File: config.mk
export PLATFORM = sky130hd
export DESIGN_NAME = reg_file_wr_arbiter
export DESIGN_NICKNAME = d
export VERILOG_FILES = /design/src/rtl/reg_file_wr_arbiter_pkg.sv /design/src/rtl/reg_file_wr_arbiter.sv
export SDC_FILE = /design/constraint.sdc
export NUM_CORES = 1
export LEC_CHECK = 0
export CAP_MARGIN = 20
export CORE_MARGIN = 8
export CORE_UTILIZATION = 28
export CTS_BUF_LIST = sky130_fd_sc_hd__clkbuf_4
export DETAILED_ROUTE_END_ITERATION = 10
export GPL_TIMING_DRIVEN = 1
export PLACE_DENSITY_LB_ADDON = 0.1
export SYNTH_ARGS = -nofsm -noshare
export SYNTH_HDL_FRONTEND = slang
export SYNTH_SLANG_ARGS = --single-unit
File: constraint.sdc
create_clock -name i_clk -period 2.2 [get_ports i_clk]
set_input_delay 0.22 -clock i_clk [delete_from_list [all_inputs] [get_ports i_clk]]
set_output_delay 0.22 -clock i_clk [all_outputs]
set_load 0.01 [all_outputs]
File: src/rtl/reg_file_wr_arbiter_pkg.sv
// Shared constants and state encoding for the register-file write-port arbiter.
package reg_file_wr_arbiter_pkg;

  localparam int unsigned DATA_LEN_DEF     = 32;
  localparam int unsigned ADDR_LEN_DEF     = 5;
  localparam int unsigned REG_LEN_DEF      = 32;
  localparam int unsigned STARVE_LIMIT_DEF = 4;

  // Width of the starvation counter; holds STARVE_LIMIT up to 15.
  localparam int unsigned STARVE_CNT_W = 4;

  typedef enum logic {
    StArb   = 1'b0,
    StClear = 1'b1
  } arb_state_e;

endpackage

File: src/rtl/reg_file_wr_arbiter.sv
// Write-port arbiter and clear sequencer in front of the integer register file.
// Core writeback has priority; debug writes get through when the core is idle or
// after STARVE_LIMIT denied cycles. A clear request zero-fills x1..x(REG_LEN-1).
module reg_file_wr_arbiter
  import reg_file_wr_arbiter_pkg::*;
#(
  parameter int unsigned DATA_LEN     = DATA_LEN_DEF,
  parameter int unsigned ADDR_LEN     = ADDR_LEN_DEF,
  parameter int unsigned REG_LEN      = REG_LEN_DEF,
  parameter int unsigned STARVE_LIMIT = STARVE_LIMIT_DEF
) (
  input  logic                i_clk,
  input  logic                i_rst,
  input  logic                i_core_we,
  input  logic [ADDR_LEN-1:0] i_core_addr,
  input  logic [DATA_LEN-1:0] i_core_data,
  output logic                o_core_stall,
  input  logic                i_dbg_valid,
  input  logic [ADDR_LEN-1:0] i_dbg_addr,
  input  logic [DATA_LEN-1:0] i_dbg_data,
  output logic                o_dbg_ready,
  input  logic                i_clear_req,
  output logic                o_clear_busy,
  output logic                o_rf_we,
  output logic [ADDR_LEN-1:0] o_rf_addr,
  output logic [DATA_LEN-1:0] o_rf_data
);

  localparam logic [ADDR_LEN-1:0]     LastIdx  = ADDR_LEN'(REG_LEN - 1);
  localparam logic [STARVE_CNT_W-1:0] StarveMx = STARVE_CNT_W'(STARVE_LIMIT);

  arb_state_e                state_q, state_d;
  logic [ADDR_LEN-1:0]       clr_idx_q, clr_idx_d;
  logic [STARVE_CNT_W-1:0]   starve_cnt_q, starve_cnt_d;

  logic core_req;
  logic dbg_ready;
  logic dbg_grant;

  // Writes to x0 are not real requests and must never hold off debug.
  assign core_req  = i_core_we && (i_core_addr != '0);
  assign dbg_ready = (state_q == StArb) && (!core_req || (starve_cnt_q == StarveMx));
  assign dbg_grant = dbg_ready && i_dbg_valid;

  // Grant selection and write-port mux; everything is forced idle during reset.
  always_comb begin
    o_rf_we      = 1'b0;
    o_rf_addr    = '0;
    o_rf_data    = '0;
    o_core_stall = 1'b0;
    o_dbg_ready  = 1'b0;
    o_clear_busy = 1'b0;
    if (!i_rst) begin
      if (state_q == StClear) begin
        o_rf_we      = 1'b1;
        o_rf_addr    = clr_idx_q;
        o_core_stall = i_core_we;
        o_clear_busy = 1'b1;
      end else begin
        o_dbg_ready = dbg_ready;
        if (dbg_grant) begin
          o_core_stall = core_req;
          // A debug write to x0 still handshakes but never reaches the file.
          if (i_dbg_addr != '0) begin
            o_rf_we   = 1'b1;
            o_rf_addr = i_dbg_addr;
            o_rf_data = i_dbg_data;
          end
        end else if (core_req) begin
          o_rf_we   = 1'b1;
          o_rf_addr = i_core_addr;
          o_rf_data = i_core_data;
        end
      end
    end
  end

  // Next-state for the FSM, clear index and starvation counter.
  always_comb begin
    state_d      = state_q;
    clr_idx_d    = clr_idx_q;
    starve_cnt_d = starve_cnt_q;
    if (state_q == StClear) begin
      starve_cnt_d = '0;
      if (clr_idx_q == LastIdx) begin
        state_d   = StArb;
        clr_idx_d = '0;
      end else begin
        clr_idx_d = clr_idx_q + 1'b1;
      end
    end else begin
      if (dbg_grant || !i_dbg_valid) begin
        starve_cnt_d = '0;
      end else if (starve_cnt_q != StarveMx) begin
        starve_cnt_d = starve_cnt_q + 1'b1;
      end
      if (i_clear_req) begin
        state_d   = StClear;
        clr_idx_d = ADDR_LEN'(1);
      end
    end
  end

  // State registers with synchronous reset; reset mid-clear simply aborts it.
  always_ff @(posedge i_clk) begin
    if (i_rst) begin
      state_q      <= StArb;
      clr_idx_q    <= '0;
      starve_cnt_q <= '0;
    end else begin
      state_q      <= state_d;
      clr_idx_q    <= clr_idx_d;
      starve_cnt_q <= starve_cnt_d;
    end
  end

endmodule

==> results of run 1 <==
## how the worst max path moves through the flow
stage / end / start
after floorplan: o_rf_data[0] / starve_cnt_q[0]
after global placement: o_rf_data[29] / i_core_addr[0]
after detailed placement: o_rf_data[11] / i_core_addr[0]
after CTS: o_rf_data[11] / starve_cnt_q[0]
after global routing: o_rf_addr[3] / starve_cnt_q[0]
final: o_rf_addr[3] / starve_cnt_q[0]
## per-stage QoR
stage / utilization [%] / hold slack (ps) / TNS (ps)
2_1_floorplan: - / 373.8 / 0
3_3_place_gp: 65.56 / 491.7 / -6693
3_5_place_dp: 65.56 / 489.4 / -7895
4_1_cts: 62.71 / 497.7 / 0
5_1_grt: 63.43 / 536.4 / -24.25
6_report: 63.43 / 498.2 / 0
## cells in the final DEF (no fill, tap or decap), types with 2 or more instances in the layout
cell type | synthesis | layout
buf_4 | 0 | 15
inv_2 | 0 | 2
a21oi_1 | 7 | 7
dlygate4sd2_1 | 0 | 2
nand2b_1 | 2 | 2
and2_1 | 5 | 5
ha_1 | 4 | 3
a22o_1 | 32 | 32
buf_12 | 0 | 2
nor3_1 | 7 | 7
dfxtp_2 | 0 | 2
dfxtp_1 | 10 | 8
nand2_1 | 3 | 3
clkbuf_4 | 0 | 3
nor3_4 | 1 | 2
nor2_1 | 13 | 12
buf_2 | 4 | 34
inv_1 | 4 | 2
buf_6 | 1 | 5
a221o_1 | 6 | 6
clkdlybuf4s50_1 | 0 | 80
nor3b_1 | 3 | 3
nor2b_2 | 1 | 2
## cells by family (layout without fill, tap and decap cells)
kind of cell               after synthesis  after routing  share of synthesized area [%]
adders and majority gates                4              4                          4.745
and+or+nand+nor                         46             46                          27.17
xor gates and xnor gates                 1              1                         0.8305
AOI/OAI and AO/OA                       50             50                          39.26
buffers and inverters                   13            146                          9.014
DFF                                     10             10                          18.98
## routing by layer
layer / up-vias / wire (µm) / share of wire, %
met5: - / 0 / 0
met4: 0 / 86 / 1.4
li1: 751 / - / -
met1: 723 / 2326 / 39
met2: 77 / 3077 / 52
met3: 8 / 475 / 8.0
## repair_timing
action                                  CTS  global route
endpoints found under the setup margin   39            39
resized for setup                       156            14
setup buffers                            27             3
gates cloned                              1             0
pin swaps                                 3             3
## area by class of cell
cell class	count	area, µm²	area share [%]
timing repair buffer	138	1197	51.95
multi-input combinational	101	803.3	34.85
sequential	10	202.7	8.795
tap	48	60.06	2.606
clock buffer	3	22.52	0.9772
inverter	4	15.01	0.6515
clock inverter	1	3.754	0.1629
## critical path, stage by stage, from the launching register on
cell and delay, ps:
dfxtp_2 340, inv_2 40, ha_4 150, and3b_2 220, a211oi_4 240, buf_6 160
nor2_4 50, a221o_1 330, buf_6 130
## sequential cells by signal (all words and copies together), names as in the netlist
signal	flops
clr_idx_q	5
state_q	1
starve_cnt_q	4
## where the power goes
part / switching (W) / internal, W / leakage [nW] / total (W)
registers: 0.00000701 / 0.000186 / 0.0823 / 0.000193
logic: 0.000146 / 0.000238 / 0.928 / 0.000384
clock network: 0.0000605 / 0.0000654 / 0.0154 / 0.000126
==> summary.md, run 1 <==
The mean cell area of the mapped netlist works out to 8.506 µm². The tightest min-delay check is of the flop to flop type. For met3 alone, demand over resource in global routing was 6.221%.

The vias per cell works out to 5.111. The tools report the startpoint of the worst-slack reg-to-reg timing path as clr_idx_q[0]. The total number of placement rows is 22.

The type of origin of the critical path is a flop. For this configuration, the core starts out at a cell density of 29.03%. The logs give 0.0007031 W for the overall power and 260 ps for the latest clock arrival within the worst-skew pair. STA classifies the critical path endpoint as an output port. The total wire length after detailed routing is 5.965 mm, and the slack of the worst reg-to-reg path is 560 ps. The run gives 0 as the antenna violation net count after detailed routing.

The run gives 0 as the initial antenna violation count. The run gives 0.4645 GHz as the achievable frequency. The top-level I/O count was 120.

Yosys mapped a number of flops with a built-in enable equal to 0. Measured against its own limit, the worst slew margin works out to 81.96%. The total of flip-flops plus latches after synthesis is 10. The gate count after technology mapping came out at 124. Non-filler instance count after layout: 305. Count of unresolved DRC violations after routing: 0. The setup slack after placement is -252.7 ps, and the leakage component of the power is 1.026 nW. Mean routed wirelength per cell: 19.56 µm. Of the cells placed in the final design, the portion with a size suffix greater than 1 is 29.57%. The number of failing hold endpoints at the final stage was 0. The path type of the worst setup path was flop to output port. Setup repair after global routing could not meet its margin everywhere. Counting I/O delays and the setup requirement, the final critical path takes 2153 ps. The finished cells cover 2305 µm².

Hold repair after CTS inserted 0 buffers. The logs give 341 for the final net count and 3 for the clock buffer count from CTS. Along the worst path, the maximum fanout reaches 5. The max-cap check violation count was 0; the initial DRC count was 51. Buffers placed on the I/O ports in this run total 119. For this run the aggregate overflow at the end of global routing stands at 0. In this run the power density over the cells is 305.1 nW/µm². The share of flip-flops with an asynchronous set or reset after synthesis is 0%.

The worst-case IR drop observed on VDD is 0.3258 mV. The worst hold path depth works out to 2. For the worst setup path, the data required time is 1980 ps. After detailed placement, the design holds a cell count of 297. The number of cells on the worst reg-to-reg path is 7. The logs give 18.98% for the share of the yosys chip area belonging to registers and 19.01% for the overall track demand over capacity in global routing.

The worst-case clock skew is 7.614 ps, and the HPWL after detailed placement is 4.961 mm. The number of antenna diodes in the final layout is 0. For hold timing, the worst endpoint is clr_idx_q[3]. The die outline height came out at 77.38 µm.

The most used flip-flop cell after synthesis is dfxtp_1. For the standard cell core area, the log shows 3633 µm². The most common cell in the synthesized netlist is a22o_1. In this run the deepest clock path goes through 2 buffers. The run gives 0 as the total count of max-transition violations in the final report. The most utilized layer in the global route result was met2.

The tools report the met2 track demand over resource in global routing as 34.71%. The wire length of the first global-routing pass was 9.232 mm. In the finished design, the share of the clock period the worst path needs comes to 97.87%. The logs give 1,595 for the via count of the first global-routing pass and 4 for the detailed-routing iteration count for the pre-antenna-repair pass. The flow ran to the end, and the final reports show no timing, DRC or antenna violations. By count the netlist is led by a22o_1, nor2_1, dfxtp_1, a21oi_1, nor3_1.

At the pin with the least slew margin, the transition time is 269.7 ps. The tools report the net count after synthesis as 207. Data arrives at the worst endpoint at 1930 ps.

The netlist area before placement came out at 1055 µm². After layout, the worst setup slack is 46.93 ps. Setup violations remaining at the end of the flow were counted as 0. The tools report the total cell area at the placement stage as 2382 µm².

The clock input transition at the sequential cells of the worst setup and hold paths came out at 70 ps. Yosys printed 0 warnings. TritonCTS built the clock tree.

The tree is rooted in a clkbuf_4. The count of clock tree sinks came out at 10. The cell taking the most area after synthesis is a22o_1. By area the synthesized netlist is led by a22o_1, dfxtp_1, a221o_1.

After synthesis, the largest area contributor takes up 26.57% of total cell area. Startpoint of the most critical hold path: clr_idx_q[3]. The number of vias after detailed routing is 1,559. Fill cells in the final layout number 327. The floorplan step defined a die boundary enclosing 5987 µm². For this run, global-route usage on met1 was measured as 20.29%. The congestion estimate from routability-driven global placement came to 0.8833.

The deepest level of the CTS H-tree is 1, and the layout overhead on the synthesized area is 118.5%. In this run the horizontal extent of the chip is 77.38 µm. The reg-to-reg endpoint was clr_idx_q[3]. Entering global routing, the biggest net connects 23 pins. The synthesized netlist contains 35 unique library cells.
No activity file was read; power rests on OpenSTA's default activity.
==> run 2, diff against run 1 <==
Settings changed: SLEW_MARGIN from default to 15.
==> results of run 2 <==
Final layout, timing and power as in run 1 (identical DEF).
